## src/rtl/mult_pkg.sv

```systemverilog
// Shared types and widths for the shared-multiplier arbiter.
package mult_pkg;

  localparam int MULT_OP_W   = 4;
  localparam int MULT_PROD_W = 8;

  // Transaction life cycle of the shared multiplier.
  typedef enum logic [1:0] {
    IDLE = 2'd0,
    CALC = 2'd1,
    RESP = 2'd2
  } mult_sh_state_t;

  // Width-safe round-robin successor of a requester index.
  function automatic int unsigned rr_next(input int unsigned idx, input int unsigned num_req);
    rr_next = (idx + 1) % num_req;
  endfunction

endpackage

```

## src/rtl/multiplier.sv

```systemverilog
// Unsigned combinational 4x4 multiplier with an exact 8-bit product.
module multiplier
  import mult_pkg::*;
(
  input  logic [MULT_OP_W-1:0]   a,
  input  logic [MULT_OP_W-1:0]   b,
  output logic [MULT_PROD_W-1:0] product
);

  // Zero-extend both operands so the product is computed at full width.
  assign product = {{(MULT_PROD_W-MULT_OP_W){1'b0}}, a} *
                   {{(MULT_PROD_W-MULT_OP_W){1'b0}}, b};

endmodule

```

## src/rtl/rr_arbiter.sv

```systemverilog
// Combinational round-robin arbiter: picks the first active request
// at or after ptr, wrapping past NUM_REQ-1 back to 0.
module rr_arbiter #(
  parameter int NUM_REQ = 4,
  parameter int ID_W    = $clog2(NUM_REQ)
) (
  input  logic [NUM_REQ-1:0] req,
  input  logic [ID_W-1:0]    ptr,
  output logic [NUM_REQ-1:0] grant_oh,
  output logic [ID_W-1:0]    grant_idx,
  output logic               any_req
);

  // Scan ptr, ptr+1, ... and keep the first hit only.
  always_comb begin
    int unsigned      idx;
    logic [ID_W-1:0]  idx_w;
    grant_oh  = '0;
    grant_idx = '0;
    any_req   = 1'b0;
    idx       = 0;
    idx_w     = '0;
    for (int k = 0; k < NUM_REQ; k++) begin
      idx   = (int'(ptr) + k) % NUM_REQ;
      idx_w = ID_W'(idx);
      if (!any_req && req[idx_w]) begin
        any_req          = 1'b1;
        grant_idx        = idx_w;
        grant_oh[idx_w]  = 1'b1;
      end
    end
  end

endmodule

```

## src/rtl/mult_share_arbiter.sv

```systemverilog
// Shares one combinational multiplier between NUM_REQ requesters.
// Operands are captured on grant, multiplied in CALC and the product is
// registered into a response held until the consumer takes it.
//
// Handshake semantics (both sides): a transfer happens on a rising edge
// where valid and ready are both high. req_ready depends only on
// req_valid, rr_ptr and state, never on the requester's operands; a
// requester must hold req_valid and its operands until it sees req_ready.
// resp_valid, resp_product and resp_id stay stable until resp_ready is
// high; resp_ready while resp_valid is low has no effect.
module mult_share_arbiter
  import mult_pkg::*;
#(
  parameter int NUM_REQ = 4,
  parameter int ID_W    = $clog2(NUM_REQ)
) (
  input  logic                           clk,
  input  logic                           rst,
  input  logic [NUM_REQ-1:0]             req_valid,
  output logic [NUM_REQ-1:0]             req_ready,
  input  logic [MULT_OP_W*NUM_REQ-1:0]   req_a,
  input  logic [MULT_OP_W*NUM_REQ-1:0]   req_b,
  output logic                           resp_valid,
  input  logic                           resp_ready,
  output logic [MULT_PROD_W-1:0]         resp_product,
  output logic [ID_W-1:0]                resp_id,
  output logic                           busy
);

  mult_sh_state_t          state_q, state_d;
  logic [ID_W-1:0]         rr_ptr_q, rr_ptr_d;
  logic [MULT_OP_W-1:0]    op_a_q, op_a_d;
  logic [MULT_OP_W-1:0]    op_b_q, op_b_d;
  logic [ID_W-1:0]         op_id_q, op_id_d;
  logic [MULT_PROD_W-1:0]  resp_product_q, resp_product_d;
  logic [ID_W-1:0]         resp_id_q, resp_id_d;

  logic [NUM_REQ-1:0]      grant_oh;
  logic [ID_W-1:0]         grant_idx;
  logic                    any_req;
  logic [MULT_OP_W-1:0]    sel_a;
  logic [MULT_OP_W-1:0]    sel_b;
  logic [MULT_PROD_W-1:0]  mult_product;
  logic                    accept;

  rr_arbiter #(
    .NUM_REQ (NUM_REQ),
    .ID_W    (ID_W)
  ) u_rr_arbiter (
    .req       (req_valid),
    .ptr       (rr_ptr_q),
    .grant_oh  (grant_oh),
    .grant_idx (grant_idx),
    .any_req   (any_req)
  );

  // The only multiplier instance; it always sees the registered operands.
  multiplier u_multiplier (
    .a       (op_a_q),
    .b       (op_b_q),
    .product (mult_product)
  );

  // Operand slices of the currently granted requester.
  always_comb begin
    sel_a = req_a[int'(grant_idx)*MULT_OP_W +: MULT_OP_W];
    sel_b = req_b[int'(grant_idx)*MULT_OP_W +: MULT_OP_W];
  end

  // Request-side ready is offered only in IDLE and never while reset is held.
  always_comb begin
    req_ready = '0;
    if (state_q == IDLE && !rst) begin
      req_ready = grant_oh;
    end
  end

  assign accept       = (state_q == IDLE) && any_req;
  assign resp_valid   = (state_q == RESP);
  assign busy         = (state_q != IDLE);
  assign resp_product = resp_product_q;
  assign resp_id      = resp_id_q;

  // Next-state and datapath capture for the IDLE -> CALC -> RESP cycle.
  always_comb begin
    state_d        = state_q;
    rr_ptr_d       = rr_ptr_q;
    op_a_d         = op_a_q;
    op_b_d         = op_b_q;
    op_id_d        = op_id_q;
    resp_product_d = resp_product_q;
    resp_id_d      = resp_id_q;
    unique case (state_q)
      IDLE: begin
        if (accept) begin
          op_a_d   = sel_a;
          op_b_d   = sel_b;
          op_id_d  = grant_idx;
          // Pointer moves past the winner so it gets lowest priority next.
          rr_ptr_d = ID_W'(rr_next(int'(grant_idx), NUM_REQ));
          state_d  = CALC;
        end
      end
      CALC: begin
        resp_product_d = mult_product;
        resp_id_d      = op_id_q;
        state_d        = RESP;
      end
      RESP: begin
        if (resp_ready) begin
          state_d = IDLE;
        end
      end
      default: begin
        state_d = IDLE;
      end
    endcase
  end

  // State and datapath registers; reset discards any transaction in flight.
  always_ff @(posedge clk or posedge rst) begin
    if (rst) begin
      state_q        <= IDLE;
      rr_ptr_q       <= '0;
      op_a_q         <= '0;
      op_b_q         <= '0;
      op_id_q        <= '0;
      resp_product_q <= '0;
      resp_id_q      <= '0;
    end else begin
      state_q        <= state_d;
      rr_ptr_q       <= rr_ptr_d;
      op_a_q         <= op_a_d;
      op_b_q         <= op_b_d;
      op_id_q        <= op_id_d;
      resp_product_q <= resp_product_d;
      resp_id_q      <= resp_id_d;
    end
  end

endmodule

```

## config.mk

```make
export PLATFORM = sky130hd
export DESIGN_NAME = mult_share_arbiter
export DESIGN_NICKNAME = d
export VERILOG_FILES = /design/src/rtl/mult_pkg.sv /design/src/rtl/multiplier.sv /design/src/rtl/rr_arbiter.sv /design/src/rtl/mult_share_arbiter.sv
export SDC_FILE = /design/constraint.sdc
export NUM_CORES = 1
export LEC_CHECK = 0
export CAP_MARGIN = 20
export CORE_ASPECT_RATIO = 0.75
export CORE_MARGIN = 3
export CORE_UTILIZATION = 53
export DETAILED_ROUTE_END_ITERATION = 10
export GPL_ROUTABILITY_DRIVEN = 0
export PLACE_DENSITY = 0.82
export SETUP_SLACK_MARGIN = 0.05
export SLEW_MARGIN = 20
export SYNTH_ARGS = -nofsm -noshare
export SYNTH_HDL_FRONTEND = slang
export SYNTH_SLANG_ARGS = --single-unit
export TNS_END_PERCENT = 100
```

## constraint.sdc

```tcl
create_clock -name clk -period 3.7 [get_ports clk]
set_clock_uncertainty 0.2 [all_clocks]
set_input_delay 0.37 -clock clk [delete_from_list [all_inputs] [get_ports clk]]
set_output_delay 0.37 -clock clk [all_outputs]
set_load 0.02 [all_outputs]
```

==> impl_results.md, run 1 <==
* Outcome: finished clean
* Vias at 2657
* Post-route ant nets at 0
* PortBufs at 54
* P_int at approximately 0.0018 W
* Chip Width at between 80 and 90 µm
* Maximum operating frequency at 283 MHz
* Yosys cell types at 53
* Post-route minimum period at about 3.5 ns
* Vias in the first global route at ~2300
* Hold Buf Count CTS at 0
* Worst EP required at about 3.1 ns
* Initial DRC count at roughly 150
* First-pass GRT wire length at ~11 mm
* Flop2flop setup slack at roughly 0.52 ns
* Starting Density at 57.5%
* Sequential power share at 14.2%
* ANT cells at 0
* Commonest register cell after synthesis: dfrtp_1
* Worst VDD drop at 0.000432 V
* Clock transition at path regs at ~0.090 ns
* Post-synthesis net count at approximately 380
* Final Net Count at roughly 430
* CP Launch Type: flip-flop
* Post-place setup slack at a little under 0.4 ns
* Sw Share at roughly half
* Setup Crit Path Kind: reg2out
* Cell Rows at 21
* FILL cells at 380
* Top-Level Pins at between 50 and 60
* Routed wire length at 7.26 mm
* EDFF count, synth at 0
* Syn Area/Cell at roughly 8.5 µm²
* Final Hold Fails at 0
* Pins Over Slew Limit at 0
* Pleak at between 1 and 1.5 nW
* Die H at ~68 µm
* Max-slew headroom at between 30% and 40%
* Logic pwr share at around 80%
* Mapped Area at about 0.0027 mm²
* Die Area at approximately 0.0059 mm²
* P_sw at 0.00176 W
* CP Buf/Inv Count at 3
* Final period util at 95.3%
* Most frequent cells in the layout: 54 x clkdlybuf4s50_1, 30 x a21oi_1, 29 x nand2_1
* Reg area at approximately 600 µm²
* CTS tree: done
* Crit end category: primary output
* Core ar. at about 0.0047 mm²
* Htree depth at 1
* Pwr Density at roughly 1100 mW/mm²
* DR pass1 iterations at 5
* Yosys warnings at 0
* Antenna violations before repair at 0
* GRT overflow at 0
* Avg Vias per Cell at around 6.3
* Peak fanout along the critical path at 9
* Max clock buf depth at 2
* Synth Register Bits at 24
* Final setup fails at 0
* Largest net degree at the start of global routing at 31
* Final worst slack at roughly 0.17 ns
* Multi-input logic area at about 0.0019 mm²
* Worst path cell trace: inv_1 > ha_1 > mux4_2 > buf_4 > a221o_1 > o21ai_0 > a21oi_1 > clkdlybuf4s50_1
* GRT Overall Usage at around a quarter
* Slew @ Worst Pin at 1.03 ns
* Slowest CP cell: clkdlybuf4s50_1
* Routed wire per std cell at around 17 µm
* Residual DRC at 0
* Arr. time, crit path at just under 3 ns
* Clock power share at around 6.6%
* Synthesis-to-layout area growth at 25.3%
* RSZ-0062 raised after global routing: no
* Setup TNS at 0 ns
* Commonest non-fill, non-tap cell in the layout: clkdlybuf4s50_1
* HP Class: reg2reg
* Delay-heaviest family, CP: buffers and inverters
* TritonCTS Buffers at 3
* Clock sink count at 24
* Clk_lat worst skew at 0.27 ns
* Synth async-reset ratio at 100%
* Layout cells sized above 1 at 10.7%
* Maximum capacitance violations at 0
* CTS Root Cell: clkbuf_8
* Post-detail-place hpwl at approximately 5.1 mm
* Slowest cell delay on critical path at between 0.5 and 0.6 ns
* Post-synthesis sequential area ratio at 22.5%
* Synthesized netlist cell count at 316
## synthesized netlist by cell type (all sizes together), types with 4 or more instances
library cell / number / area (µm²)
clkbuf: 10 / 37.5
a221o: 18 / 180
o21ai: 20 / 100
nand2b: 4 / 25.0
mux2: 8 / 97.6
mux2i: 9 / 103
nor3: 5 / 25.0
and3: 4 / 25.0
nor2: 18 / 86.3
fa: 4 / 80.1
and2: 17 / 106
inv: 12 / 45.0
a211oi: 7 / 52.6
buf: 15 / 106
dfrtp: 24 / 601
nand2: 29 / 109
ha: 19 / 238
a21o: 4 / 30.0
a311oi: 4 / 41.3
a22oi: 7 / 52.6
a21oi: 30 / 150
nand3: 21 / 105
## final cells by class
| class | instances | share of cell area (%) |
|---|---|---|
| clock buffer | 3 | 1.23 |
| clock inverter | 1 | 0.897 |
| inverter | 12 | 1.34 |
| multi-input combinational | 256 | 57.4 |
| sequential | 24 | 17.9 |
| tap | 57 | 2.13 |
| timing repair buffer | 67 | 19.1 |
## flip-flops by register name (all words and copies together), names as in the netlist
register and flops:
resp_product 8, op_a_q 4, op_b_q 4, op_id_q 2, resp_id 2, rr_ptr_q 2, state_q 2
## what timing repair did
action | 4_1_cts | 5_1_grt
endpoints found under the hold margin | 0 | 0
resized for setup | 0 | 2
endpoints found under the setup margin | 0 | 4
setup buffers | 0 | 2
## worst reg2reg max path, stage by stage (launching register included)
cell and delay, ns:
dfrtp_1 0.43, nand2_1 0.10, fa_1 0.55, inv_1 0.06, fa_1 0.51, ha_1 0.31, a21o_1 0.15, a21oi_1 0.20
o21bai_1 0.09, a21oi_1 0.17, xor2_1 0.19, o21ai_0 0.09
## metal layers
metal  track usage (%)  routed length [µm]  up-vias
li1                  -                   -     1273
met1              34.8                3270     1230
met2              40.3                3270      148
met3              3.41                 654        6
met4              3.58                  64        0
met5                 0                   0        -
## metrics by stage
step / std cells / area, µm² / utilization (%) / power, W / hold WS (ns)
6_report: 420 / 3350 / 72.0 / 0.00355 / 0.286
5_1_grt: 420 / 3350 / 72.0 / 0.00393 / 0.315
4_1_cts: 417 / 3300 / 70.9 / 0.00348 / 0.294
3_5_place_dp: 413 / 3230 / 69.4 / 0.00322 / 0.273
3_3_place_gp: 413 / 3230 / 69.4 / 0.00314 / 0.264
2_1_floorplan: 316 / 2670 / - / 0.00261 / 0.185
## final timing paths
check,endpoint,cells after the start,start
max reg2reg,resp_product[7]$_DFFE_PP0N_,11,op_a_q[0]$_DFFE_PP0P_
min in group asynchronous,state_q[1]$_DFFE_PP0P_,2,rst
min,resp_product[7]$_DFFE_PP0N_,2,resp_product[7]$_DFFE_PP0N_
min reg2reg,resp_product[7]$_DFFE_PP0N_,2,resp_product[7]$_DFFE_PP0N_
max in group asynchronous,op_b_q[2]$_DFFE_PP0P_,2,rst
max,req_ready[0],8,rr_ptr_q[1]$_DFFE_PP0P_
## power groups by stage
stage | registers, W | logic [W] | clock network [W]
2_1_floorplan | 0.000551 | 0.00206 | 0
3_3_place_gp | 0.000500 | 0.00264 | 0
3_5_place_dp | 0.000507 | 0.00271 | 0
4_1_cts | 0.000502 | 0.00274 | 0.000237
5_1_grt | 0.000520 | 0.00315 | 0.000253
6_report | 0.000502 | 0.00281 | 0.000236
## cell families (layout without fill, tap and decap cells)
group                    count (synthesis)  count (layout)  share of synthesized area (%)
AO/OA/AOI/OAI                          105             105                           28.5
XOR/XNOR                                 4               4                           1.31
adder cells (fa/ha/maj)                 23              23                           11.9
buffers and inverters                   37              83                           7.07
flip-flops                              24              24                           22.5
multiplexers                            19              20                           9.17
AND/OR/NAND/NOR                        104             104                           19.7
Power figures use the tool's default switching activity.
==> inputs of run 2 (changes only) <==
--- a/config.mk
+++ b/config.mk
@@ -10,11 +10,9 @@
 export CORE_MARGIN = 3
 export CORE_UTILIZATION = 53
 export DETAILED_ROUTE_END_ITERATION = 10
-export GPL_ROUTABILITY_DRIVEN = 0
 export PLACE_DENSITY = 0.82
 export SETUP_SLACK_MARGIN = 0.05
-export SLEW_MARGIN = 20
 export SYNTH_ARGS = -nofsm -noshare
 export SYNTH_HDL_FRONTEND = slang
 export SYNTH_SLANG_ARGS = --single-unit
-export TNS_END_PERCENT = 100
+export TNS_END_PERCENT = 10
==> run 2 against run 1 <==
  * Global-route usage unchanged
  * Flip-flop and latch count unchanged
  * Worst setup slack worse by 0.0019 ns
  * Clock-buffer cell count unchanged
  * Critical path depth unchanged
  * Non-clock buffer count up 1
  * Utilization up 0.054 points
  * Via count up 1.1%
==> impl_results.md, run 2 (synthesized netlist as in run 1, its figures left out) <==
* Maximum capacitance violations at 0
* Routed wire per std cell at roughly 17 µm
* Slowest cell delay on critical path at between 0.5 and 0.6 ns
* Vias in the first global route at 2319
* Hold depth at 2
* Post-detail-place hpwl at 5.13 mm
* Post-route minimum period at roughly 3.5 ns
* Final Hold Fails at 0
* Slew @ Worst Pin at a little over 1 ns
* Max clock buf depth at 2
* TritonCTS Buffers at 3
* PortBufs at 54
* Starting Density at roughly 57%
* Avg Vias per Cell at about 6.4
* Antenna violations before repair at 0
* Setup TNS at 0 ns
* Crit end category: primary output
* GRT overflow at 0
* Worst EP required at 3.13 ns
* CP Launch Type: flip-flop
* Max FFs per register at 8
* Core ar. at 0.00465 mm²
* Post-place setup slack at 0.387 ns
* Peak fanout along the critical path at 9
* Vias at roughly 2700
* Clk_lat worst skew at between 0.2 and 0.3 ns
* Most frequent cells in the layout: 54 x clkdlybuf4s50_1, 30 x a21oi_1, 29 x nand2_1
* Pleak at around 1.4 nW
* Die H at slightly below 70 µm
* Final Net Count at between 400 and 500
* Chip Width at 88.0 µm
* Setup Crit Path Kind: reg2out
* Cell Rows at 21
* Commonest non-fill, non-tap cell in the layout: clkdlybuf4s50_1
* Die Area at 0.00594 mm²
* Clock transition at path regs at 0.09 ns
* Final period util at a little over nine tenths
* FF-to-FF path depth at 11
* DR pass1 iterations at 5
* HP Class: reg2reg
* Synthesis-to-layout area growth at 25.4%
* Post-route ant nets at 0
* Worst VDD drop at about 0.00043 V
* Max-slew headroom at 30.8%
* Maximum operating frequency at 283 MHz
* Layout cells sized above 1 at about 11%
* Routability Congestion at 0.882
* CTS tree: done
* Arr. time, crit path at about 3.0 ns
* CTS Root Cell: clkbuf_8
* Outcome: finished clean
* Pwr Density at roughly 1100 mW/mm²
* First-pass GRT wire length at roughly 11 mm
* Hold Buf Count CTS at 0
* Final setup fails at 0
* Htree depth at 1
* Largest net degree at the start of global routing at 31
* GRT Overall Usage at approximately a quarter
* Residual DRC at 0
* ANT cells at 0
* RSZ-0062 raised after global routing: no
* Worst path cell trace: inv_1 > ha_1 > mux4_2 > buf_4 > a221o_1 > o21ai_0 > a21oi_1 > clkdlybuf4s50_1
* Initial DRC count at approximately 180
* Clock sink count at 24
* Pins Over Slew Limit at 0
* Routed wire length at 7.23 mm
* Slowest CP cell: clkdlybuf4s50_1
* Top-Level Pins at 55
* Final worst slack at 0.170 ns
-- run 2: timing repair --
action                                 in CTS  in global routing
buffers inserted                            0                  2
gates resized for setup                     0                  2
endpoints found under the hold margin       0                  0
setup endpoints to repair                   0                  4
-- run 2: layout make-up --
class | instances | area (µm²)
Clock buffer | 3 | 41.3
Inverter | 12 | 45.0
Fill cell | 378 | 1300
Timing Repair Buffer | 68 | 646
Tap cell | 57 | 71.3
Clock inverter | 1 | 30.0
Sequential cell | 24 | 601
Multi-Input combinational cell | 256 | 1920
-- run 2: metrics by stage --
stage	util [%]	hold slack (ns)	cell area (µm²)	cells	total power, W
floorplan	-	0.185	2670	316	0.00261
global placement	69.4	0.264	3230	413	0.00314
detailed placement	69.4	0.273	3230	413	0.00322
CTS	70.9	0.294	3300	417	0.00348
global route	72.1	0.315	3350	421	0.00393
finish	72.1	0.286	3350	421	0.00355
-- run 2: where the power goes --
| part | internal (W) | leakage, nW | switching (W) |
|---|---|---|---|
| clock network | 0.000145 | 0.0357 | 0.0000896 |
| registers | 0.000401 | 0.283 | 0.000102 |
| logic | 0.00125 | 1.09 | 0.00156 |
-- run 2: layer usage --
layer,vias to the layer above,track usage (%),wire [µm]
met5,-,0,0
met4,0,3.58,75
met3,10,3.41,675
met2,161,40.3,3240
met1,1238,34.8,3240
li1,1277,-,-
-- run 2: final timing paths --
check | slack (ns) | startpoint | endpoint
setup / recovery | 0.17 | rr_ptr_q[1]$_DFFE_PP0P_ | req_ready[0]
hold / removal | 0.29 | resp_product[7]$_DFFE_PP0N_ | resp_product[7]$_DFFE_PP0N_
setup reg to reg | 0.51 | op_a_q[0]$_DFFE_PP0P_ | resp_product[7]$_DFFE_PP0N_
hold reg to reg | 0.29 | resp_product[7]$_DFFE_PP0N_ | resp_product[7]$_DFFE_PP0N_
max in group asynchronous | 2.33 | rst | op_b_q[2]$_DFFE_PP0P_
min in group asynchronous | 0.42 | rst | state_q[1]$_DFFE_PP0P_
-- run 2: worst max-delay path, delay by kind of cell (launching register included) --
kind            cells  cell delay [ns]
compound gates      3             0.50
fa+ha+maj           1             0.52
buf+inv             3             0.83
flops               1             0.35
mux                 1             0.47
